$ cat config.mk
export PLATFORM = sky130hd
export DESIGN_NAME = data_mem_ctrl_flat
export DESIGN_NICKNAME = d
export VERILOG_FILES = /design/src/rtl/data_mem_ctrl_if.sv /design/src/rtl/data_mem_ctrl.sv /design/src/flat_wrapper.sv
export SDC_FILE = /design/constraint.sdc
export NUM_CORES = 1
export LEC_CHECK = 0
export ABC_AREA = 1
export CAP_MARGIN = 15
export CORE_AREA = 5 5 149 151
export CTS_BUF_LIST = sky130_fd_sc_hd__clkbuf_8 sky130_fd_sc_hd__clkbuf_16
export DETAILED_ROUTE_END_ITERATION = 10
export DIE_AREA = 0 0 154 156
export PLACE_DENSITY = 0.66
export SKIP_CTS_REPAIR_TIMING = 1
export SYNTH_ARGS = -nofsm -noshare
export SYNTH_HDL_FRONTEND = slang
export SYNTH_SLANG_ARGS = --single-unit
$ cat constraint.sdc
create_clock -name clk -period 3.43 [get_ports clk]
set_clock_uncertainty 0.1 [all_clocks]
set_input_delay 0.343 -clock clk [delete_from_list [all_inputs] [get_ports clk]]
set_output_delay 0.343 -clock clk [all_outputs]
set_load 0.01 [all_outputs]
$ cat src/rtl/data_mem_ctrl_if.sv
// Request/response bundle between one requester (core or I/O loader) and the
// data memory front-end.
interface data_mem_ctrl_if #(
  parameter int DATA_W = 32,
  parameter int ADDR_W = 32
) ();
  logic                req_valid;
  logic                req_we;
  logic [DATA_W/8-1:0] req_strb;
  logic [ADDR_W-1:0]   req_addr;
  logic [DATA_W-1:0]   req_wdata;
  logic                busy;
  logic                resp_valid;
  logic [DATA_W-1:0]   resp_rdata;

  modport master (
    output req_valid, req_we, req_strb, req_addr, req_wdata,
    input  busy, resp_valid, resp_rdata
  );

  modport slave (
    input  req_valid, req_we, req_strb, req_addr, req_wdata,
    output busy, resp_valid, resp_rdata
  );
endinterface

$ cat src/rtl/data_mem_ctrl.sv
// Data memory front-end: one latched request slot shared by the core and the
// I/O loader, steering each access to local block RAM or the external DRAM.
module data_mem_ctrl #(
  parameter int DATA_W       = 32,
  parameter int ADDR_W       = 32,
  parameter int LOCAL_BYTES  = 16384,
  parameter int LOCAL_RD_LAT = 2,
  parameter int DRAM_ADDR_W  = 27,
  parameter int TIMEOUT      = 1024
) (
  input  logic                           clk,
  input  logic                           rstn,
  input  logic                           core_owns,
  data_mem_ctrl_if.slave                 core,
  data_mem_ctrl_if.slave                 io,
  output logic [DATA_W/8-1:0]            bram_we,
  output logic [$clog2(LOCAL_BYTES)-3:0] bram_addr,
  output logic [DATA_W-1:0]              bram_din,
  input  logic [DATA_W-1:0]              bram_dout,
  output logic                           dram_valid,
  output logic                           dram_rw,
  output logic [DRAM_ADDR_W-1:0]         dram_addr,
  output logic [DATA_W-1:0]              dram_din,
  input  logic [DATA_W-1:0]              dram_dout,
  input  logic                           dram_ready,
  output logic                           err_timeout
);
  localparam int STRB_W = DATA_W / 8;
  localparam int LB_W   = $clog2(LOCAL_BYTES);
  localparam int RD_W   = $clog2(LOCAL_RD_LAT + 1);
  localparam int TO_W   = $clog2(TIMEOUT + 1);
  localparam logic [ADDR_W-1:0] LOCAL_LIMIT = ADDR_W'(LOCAL_BYTES);

  typedef enum logic [2:0] {IDLE, L_WR, L_RD, D_REQ, RESP} state_t;

  state_t state;
  state_t state_next;

  logic                   sel_valid;
  logic                   sel_we;
  logic [STRB_W-1:0]      sel_strb;
  logic [ADDR_W-1:0]      sel_addr;
  logic [DATA_W-1:0]      sel_wdata;
  logic                   sel_local;

  logic                   lat_we;
  logic [STRB_W-1:0]      lat_strb;
  logic [DRAM_ADDR_W-1:0] lat_addr;
  logic [DATA_W-1:0]      lat_wdata;
  logic                   lat_core;
  logic [DATA_W-1:0]      rdata_q;
  logic [RD_W-1:0]        rd_cnt;
  logic [TO_W-1:0]        to_cnt;
  logic                   rd_done;
  logic                   to_expire;

  assign sel_valid = core_owns ? core.req_valid : io.req_valid;
  assign sel_we    = core_owns ? core.req_we    : io.req_we;
  assign sel_strb  = core_owns ? core.req_strb  : io.req_strb;
  assign sel_addr  = core_owns ? core.req_addr  : io.req_addr;
  assign sel_wdata = core_owns ? core.req_wdata : io.req_wdata;
  assign sel_local = (sel_addr < LOCAL_LIMIT);

  assign rd_done   = (rd_cnt == RD_W'(LOCAL_RD_LAT - 1));
  assign to_expire = (to_cnt == TO_W'(TIMEOUT - 1));

  always_ff @(posedge clk or negedge rstn) begin
    if (!rstn) state <= IDLE;
    else       state <= state_next;
  end

  // In IDLE the BRAM already sees the incoming address so read data lines up
  // with the configured latency; busy and bram_addr are held low during reset.
  always_comb begin
    state_next      = state;
    bram_we         = '0;
    bram_addr       = '0;
    bram_din        = '0;
    dram_valid      = 1'b0;
    dram_rw         = 1'b0;
    dram_addr       = '0;
    dram_din        = '0;
    core.busy       = 1'b1;
    io.busy         = 1'b1;
    core.resp_valid = 1'b0;
    io.resp_valid   = 1'b0;
    core.resp_rdata = '0;
    io.resp_rdata   = '0;
    unique case (state)
      IDLE: begin
        core.busy = rstn & ~core_owns;
        io.busy   = rstn & core_owns;
        if (rstn) bram_addr = sel_addr[LB_W-1:2];
        if (sel_valid) begin
          if (!sel_local)  state_next = D_REQ;
          else if (sel_we) state_next = L_WR;
          else             state_next = L_RD;
        end
      end
      L_WR: begin
        bram_we    = lat_strb;
        bram_addr  = lat_addr[LB_W-1:2];
        bram_din   = lat_wdata;
        state_next = RESP;
      end
      L_RD: begin
        bram_addr = lat_addr[LB_W-1:2];
        if (rd_done) state_next = RESP;
      end
      D_REQ: begin
        dram_valid = 1'b1;
        dram_rw    = lat_we;
        dram_addr  = lat_addr;
        dram_din   = lat_wdata;
        if (dram_ready || to_expire) state_next = RESP;
      end
      RESP: begin
        if (lat_core) begin
          core.resp_valid = 1'b1;
          core.resp_rdata = rdata_q;
        end else begin
          io.resp_valid = 1'b1;
          io.resp_rdata = rdata_q;
        end
        state_next = IDLE;
      end
      default: state_next = IDLE;
    endcase
  end

  // Request slot, read-data capture and the two wait counters; ready beats a
  // simultaneous timeout terminal count.
  always_ff @(posedge clk or negedge rstn) begin
    if (!rstn) begin
      lat_we      <= 1'b0;
      lat_strb    <= '0;
      lat_addr    <= '0;
      lat_wdata   <= '0;
      lat_core    <= 1'b0;
      rdata_q     <= '0;
      rd_cnt      <= '0;
      to_cnt      <= '0;
      err_timeout <= 1'b0;
    end else begin
      if (state == IDLE && sel_valid) begin
        lat_we    <= sel_we;
        lat_strb  <= sel_strb;
        lat_addr  <= sel_addr[DRAM_ADDR_W-1:0];
        lat_wdata <= sel_wdata;
        lat_core  <= core_owns;
        rdata_q   <= '0;
      end
      if (state == L_RD && rd_done)
        rdata_q <= bram_dout;
      if (state == D_REQ && dram_ready && !lat_we)
        rdata_q <= dram_dout;
      if (state == D_REQ && !dram_ready && to_expire)
        err_timeout <= 1'b1;
      rd_cnt <= (state == L_RD)  ? rd_cnt + RD_W'(1) : '0;
      to_cnt <= (state == D_REQ) ? to_cnt + TO_W'(1) : '0;
    end
  end
endmodule

$ cat src/flat_wrapper.sv
// flat-port wrapper written by rule: the top's interface ports become plain ports
module data_mem_ctrl_flat 
#(
  parameter int DATA_W       = 32,
  parameter int ADDR_W       = 32,
  parameter int LOCAL_BYTES  = 16384,
  parameter int LOCAL_RD_LAT = 2,
  parameter int DRAM_ADDR_W  = 27,
  parameter int TIMEOUT      = 1024
)
  (clk, rstn, core_owns, bram_we, bram_addr, bram_din, bram_dout, dram_valid, dram_rw, dram_addr, dram_din, dram_dout, dram_ready, err_timeout, core_req_valid, core_req_we, core_req_strb, core_req_addr, core_req_wdata, core_busy, core_resp_valid, core_resp_rdata, io_req_valid, io_req_we, io_req_strb, io_req_addr, io_req_wdata, io_busy, io_resp_valid, io_resp_rdata);
  data_mem_ctrl_if #(.DATA_W(DATA_W), .ADDR_W(ADDR_W)) core_i ();
  data_mem_ctrl_if #(.DATA_W(DATA_W), .ADDR_W(ADDR_W)) io_i ();
  input  logic clk;
  input  logic rstn;
  input  logic core_owns;
  output logic [DATA_W/8-1:0] bram_we;
  output logic [$clog2(LOCAL_BYTES)-3:0] bram_addr;
  output logic [DATA_W-1:0] bram_din;
  input  logic [DATA_W-1:0] bram_dout;
  output logic dram_valid;
  output logic dram_rw;
  output logic [DRAM_ADDR_W-1:0] dram_addr;
  output logic [DATA_W-1:0] dram_din;
  input  logic [DATA_W-1:0] dram_dout;
  input  logic dram_ready;
  output logic err_timeout;
  input wire logic [$bits(core_i.req_valid)-1:0] core_req_valid;
  input wire logic [$bits(core_i.req_we)-1:0] core_req_we;
  input wire logic [$bits(core_i.req_strb)-1:0] core_req_strb;
  input wire logic [$bits(core_i.req_addr)-1:0] core_req_addr;
  input wire logic [$bits(core_i.req_wdata)-1:0] core_req_wdata;
  output wire logic [$bits(core_i.busy)-1:0] core_busy;
  output wire logic [$bits(core_i.resp_valid)-1:0] core_resp_valid;
  output wire logic [$bits(core_i.resp_rdata)-1:0] core_resp_rdata;
  input wire logic [$bits(io_i.req_valid)-1:0] io_req_valid;
  input wire logic [$bits(io_i.req_we)-1:0] io_req_we;
  input wire logic [$bits(io_i.req_strb)-1:0] io_req_strb;
  input wire logic [$bits(io_i.req_addr)-1:0] io_req_addr;
  input wire logic [$bits(io_i.req_wdata)-1:0] io_req_wdata;
  output wire logic [$bits(io_i.busy)-1:0] io_busy;
  output wire logic [$bits(io_i.resp_valid)-1:0] io_resp_valid;
  output wire logic [$bits(io_i.resp_rdata)-1:0] io_resp_rdata;
  assign core_i.req_valid = core_req_valid;
  assign core_i.req_we = core_req_we;
  assign core_i.req_strb = core_req_strb;
  assign core_i.req_addr = core_req_addr;
  assign core_i.req_wdata = core_req_wdata;
  assign core_busy = core_i.busy;
  assign core_resp_valid = core_i.resp_valid;
  assign core_resp_rdata = core_i.resp_rdata;
  assign io_i.req_valid = io_req_valid;
  assign io_i.req_we = io_req_we;
  assign io_i.req_strb = io_req_strb;
  assign io_i.req_addr = io_req_addr;
  assign io_i.req_wdata = io_req_wdata;
  assign io_busy = io_i.busy;
  assign io_resp_valid = io_i.resp_valid;
  assign io_resp_rdata = io_i.resp_rdata;
  data_mem_ctrl #(.DATA_W(DATA_W), .ADDR_W(ADDR_W), .LOCAL_BYTES(LOCAL_BYTES), .LOCAL_RD_LAT(LOCAL_RD_LAT), .DRAM_ADDR_W(DRAM_ADDR_W), .TIMEOUT(TIMEOUT)) u_core (.clk(clk), .rstn(rstn), .core_owns(core_owns), .core(core_i), .io(io_i), .bram_we(bram_we), .bram_addr(bram_addr), .bram_din(bram_din), .bram_dout(bram_dout), .dram_valid(dram_valid), .dram_rw(dram_rw), .dram_addr(dram_addr), .dram_din(dram_din), .dram_dout(dram_dout), .dram_ready(dram_ready), .err_timeout(err_timeout));
endmodule
# Word level (Yosys, flattened, before mapping)

Index checks and enable logic that the tools add are counted.

Bits in latches: 0
Bits in writable memories: 0
Flip-flop bits (word level): 114
Bits in read-only memories: 0
Memories: 0
Input port bits: 208
Logic and storage cells: 72
Output and inout bits: 178

Reduce and logical (&&, ||, !) cells: 13
Equality and inequality tests: 9
$mul: 0
Divide/modulo/power cells: 0
Shift-type cells: 0
Multiplexer cells: 34
Add/subtract/negate cells: 2
Magnitude comparators: 1
Bitwise logic cells: 3

Operators with widths:

| kind                    | count |
|---|---|
| $mux W32                | 11 |
| $lt A32 B15 Y1 const B  | 1 |
| $mux W27                | 1 |
| $pmux W12 S2            | 1 |
| $mux W12                | 1 |
| $mux W3                 | 4 |
| $pmux W3 S4             | 1 |
| $add A11 B1 Y11 const B | 1 |
| $eq A11 B10 Y1 const B  | 1 |
| $mux W11                | 1 |
| $mux W1                 | 10 |
| $mux W4                 | 2 |
| $eq A3 B2 Y1 const B    | 2 |
| $logic_and A1 B1 Y1     | 6 |
| $ne A2 B1 Y1 const B    | 3 |
| $mux W2                 | 2 |
| $eq A3 B1 Y1 const B    | 1 |
| $eq A3 B3 Y1 const B    | 1 |
| $logic_not A3 Y1        | 1 |
| $reduce_and A3 Y1       | 1 |
| $reduce_bool A3 Y1      | 1 |
| $add A2 B1 Y2 const B   | 1 |
| $and A1 B1 Y1           | 2 |
| $eq A2 B1 Y1 const B    | 1 |
| other kinds (4)         | 5 |

# Depth between registers and ports, before layout

Depth in word-level cells: 5
Mapped depth: 11

# Least setup slack after synthesis

Ideal clock, no wire load.

Kind: reg2out
Start point: register u_core.state[0]
End point: output io_resp_rdata[10]
Path slack: 1.656 ns
Arrival time: 1.331 ns
Cell stages (with the launch flop): 7
Cells stage by stage: dfrtp_1 > nor2_1 > nand2_1 > nor2_1 > inv_1 > clkbuf_1 > nor2_1

Word-level cells in the longest chain between the ends: 2

Ends and longest elaborated chain:

| what                   | line                | source |
|---|---|---|
| from (decl)            | data_mem_ctrl.sv:36 | `state_t state;` |
| from (signal assigned) | data_mem_ctrl.sv:69 | `else state <= state_next;` |
| $eq A3 B3 Y1           | data_mem_ctrl.sv:89 | `unique case (state)` |
| $mux W32               | data_mem_ctrl.sv:89 |  |
| to (decl)              | flat_wrapper.sv:43  | `output wire logic [$bits(io_i.resp_rdata)-1:0] io_resp_rdata;` |

Every way passes these cells.

# Worst setup path in the final report

Start point: register u_core.state[1]
End point: output core_resp_rdata[30]

Word-level cells in the longest chain between the ends: 2

Ends and longest elaborated chain:

| what         | line                | source |
|---|---|---|
| $eq A3 B3 Y1 | data_mem_ctrl.sv:89 |  |
| $mux W32     | data_mem_ctrl.sv:89 |  |
| to (decl)    | flat_wrapper.sv:35  | `output wire logic [$bits(core_i.resp_rdata)-1:0] core_resp_rdata;` |

Every way passes these cells.

==> summary.txt <==
STA
  • Endpoints failing setup: 0
  • Slew margin rel.: 0.353
  • Final period util: 0.885
  • Minimum clock period: 3.03 ns
  • Worst-margin pin slew: 0.969 ns
  • Slew Viols, Final: 0
  • Final Hold Fails: 0
  • F_max: approximately 330 MHz
  • Worst hold slack: 0.334 ns
  • RSZ-0062 raised after global routing: false
  • TNS Setup: 0 ns

GRT
  • Largest net degree at the start of global routing: between 60 and 70
  • First-pass GRT wire length: 39.5 mm
  • Vias in the first global route: 7335
  • Total grt overflow: 0
  • Initial antenna violation count: 0
  • Gr usage total: 0.207

Hold path
  • Worst hold start: u_core.rd_cnt[0]
  • Hold crit path type: reg -> reg

Drt
  • First-pass detailed-route iteration total: 4
  • Initial DRC Count: roughly 320
  • DR DRC count: 0
  • Routed WL: 25.8 mm
  • Total number of vias: 7454
  • Antenna violation net count after detailed routing: 0
  • Vias/cell: 4.62
  • DR WL/cell: 16.0 µm

Synthesis
  • Syn Std Cell Area: 0.00653 mm²
  • Mean Syn Cell Area: 6.74 µm²
  • Yosys Warn Count: 0
  • Area leader, netlist: dfrtp_1
  • Register area share after synthesis: 0.437
  • Top cells by area, synth: dfrtp_1 (44%), nand2_1 (14%), nor2_1 (13%), inv_1 (6.8%), nand3_1 (5.0%)
  • Number of synthesized register bits: 114
  • Mapped Cells: between 900 and 1k
  • Syn nets: about 1.2k
  • Cell variety after synth: 25
  • Share of the synthesized area in the top cell type: 0.437

Worst setup path
  • Startpoint types: register
  • Reg2reg start: u_core.state[2]
  • Crit path kind: reg -> out
  • Crit path from: u_core.state[1]
  • Arrival time worst endpoint: 2.59 ns
  • Crit path max fanout: 18
  • Worst Path Required: approximately 3.0 ns
  • Worst setup EP type: primary output

Layout
  • Post-Layout Cell Count: 1613
  • Fraction of layout cells with a size suffix above 1: 0.0411
  • Post-route cell area: 0.0111 mm²
  • Nets: 1535
  • Fillers: between 2k and 2.5k
  • Area added between synthesis and finish: 70.0%
  • Ant. Diodes: 0
  • Final core occ: 0.536

Clocking
  • Max clock buf depth: 2
  • H-tree depth: 4
  • Clock root buffer: clkbuf_16
  • Clock sinks: 114
  • CTS tree: done
  • Clk Latency, worst-skew pair: 0.41 ns
  • Num CTS Buffers: 17
  • Clock Pin Slew Worst Setup and Hold Paths: approximately 0.05 ns

Placed design
  • IO buf count: a little under 400
  • Post-DP HPWL: 20.0 mm
  • Dpl cells: about 1.6k
  • Placed Area: 0.0105 mm²
  • Gpl congestion: 0.901

Job
  • Max cap viols: 0

Floorplan
  • Die height: 156 µm
  • Die ar.: about 0.024 mm²
  • Initial core utilization: 0.315
  • Die Wd: 154 µm
  • CORE AREA: 0.0207 mm²
  • Ports: 386
  • FP Rows: 53

Pwr
  • IR Drop Worst-Case VDD: around 0.39 mV
  • Pleak: 4.89 nW
  • PwrDens: 640 mW/mm²

Run status
  • Outcome: finished, final reports clean
-- layout by cell type (no fill, tap or decap), types with 2 or more instances in the layout --
master,synthesis,routed
nand2_1,251,251
clkdlybuf4s50_1,0,383
o21ai_0,46,46
clkbuf_8,0,4
inv_1,118,120
a31oi_1,39,39
o211ai_1,20,20
nand3_2,4,4
clkinvlp_4,0,4
nand3_1,65,65
nor3_1,2,2
dfrtp_1,114,114
clkbuf_16,0,17
o21ai_1,2,2
buf_4,0,11
inv_2,5,5
a21oi_1,7,7
ha_1,2,2
nor2_1,227,227
clkinv_2,0,4
-- power breakdown --
part	total, mW	leakage [nW]	switching, mW	internal [mW]
registers	2.19	1.42	0.261	1.93
clock network	1.68	0.279	0.620	1.06
logic	3.23	3.19	1.86	1.37
total	7.11	4.89	2.75	4.36
-- synthesized netlist by cell type --
| cell | instances |
|---|---|
| clkbuf_1 | 25 |
| buf_1 | 10 |
| o21a_1 | 1 |
| o211ai_1 | 20 |
| o21ai_1 | 2 |
| nor3_1 | 2 |
| nand3b_1 | 1 |
| nand2_4 | 1 |
| inv_4 | 1 |
| dfrtp_1 | 114 |
| a211oi_1 | 1 |
| nand3_2 | 4 |
| nor2_1 | 227 |
| or2_2 | 1 |
| inv_2 | 5 |
| nand3_1 | 65 |
| buf_6 | 7 |
| nand2_1 | 251 |
| buf_2 | 17 |
| a21oi_1 | 7 |
| o21bai_1 | 1 |
| o21ai_0 | 46 |
| a31oi_1 | 39 |
| inv_1 | 118 |
| ha_1 | 2 |
-- through the flow --
stage	setup slack (ns)	total power, mW
6_report	0.395	7.11
5_1_grt	0.230	7.62
4_1_cts	0.415	7.20
3_5_place_dp	0.858	5.48
3_3_place_gp	0.866	5.42
2_1_floorplan	1.66	3.95
-- sequential cells by signal, indices dropped and copies added (netlist names) --
signal,cells
u_core.err_timeout,1
u_core.lat_addr,27
u_core.lat_core,1
u_core.lat_strb,4
u_core.lat_wdata,32
u_core.lat_we,1
u_core.rd_cnt,2
u_core.rdata_q,32
u_core.state,3
u_core.to_cnt,11
-- worst max-delay path, stage by stage (launching register included) --
cell	delay (ns)
dfrtp_1	0.43
nor2_1	0.21
nand3_1	0.49
buf_4	0.40
nor2_1	0.10
clkdlybuf4s50_1	0.55
-- layout make-up --
| class | count | area (µm²) | share of cell area |
|---|---|---|---|
| well taps | 275 | 344 | 0.0310 |
| clock buffers | 21 | 480 | 0.0433 |
| repair buffers | 397 | 3950 | 0.356 |
| flip-flops and latches | 114 | 2850 | 0.257 |
| inverters | 124 | 468 | 0.0422 |
| clock inverters | 11 | 87.6 | 0.00789 |
| multi-input cells | 671 | 2910 | 0.262 |
-- metal layers --
layer	GRT usage	part of all wire	vias up
li1	-	-	3712
met1	0.250	0.40	3365
met2	0.348	0.48	330
met3	0.0588	0.083	47
met4	0.0870	0.031	0
met5	0	0	-
-- final timing paths --
| kind | slack (ns) | cells past startpoint | to |
|---|---|---|---|
| setup reg to reg | 0.94 | 9 | u_core.rdata_q[22] |
| max in group asynchronous | 1.77 | 3 | u_core.lat_wdata[31] |
| min in group asynchronous | 0.45 | 2 | u_core.lat_addr[6] |
| hold / removal | 0.33 | 1 | u_core.rd_cnt[0] |
| hold reg to reg | 0.33 | 1 | u_core.rd_cnt[0] |
| setup / recovery | 0.40 | 5 | core_resp_rdata[30] |
-- cell families after synthesis --
group / count (synthesis) / share of synthesized area
AND/OR/NAND/NOR: 552 / 0.336
buffers and inverters: 183 / 0.117
AO/OA/AOI/OAI: 117 / 0.106
adder cells (fa/ha/maj): 2 / 0.00383
flip-flops: 114 / 0.437
No activity file was read; power rests on OpenSTA's default activity.
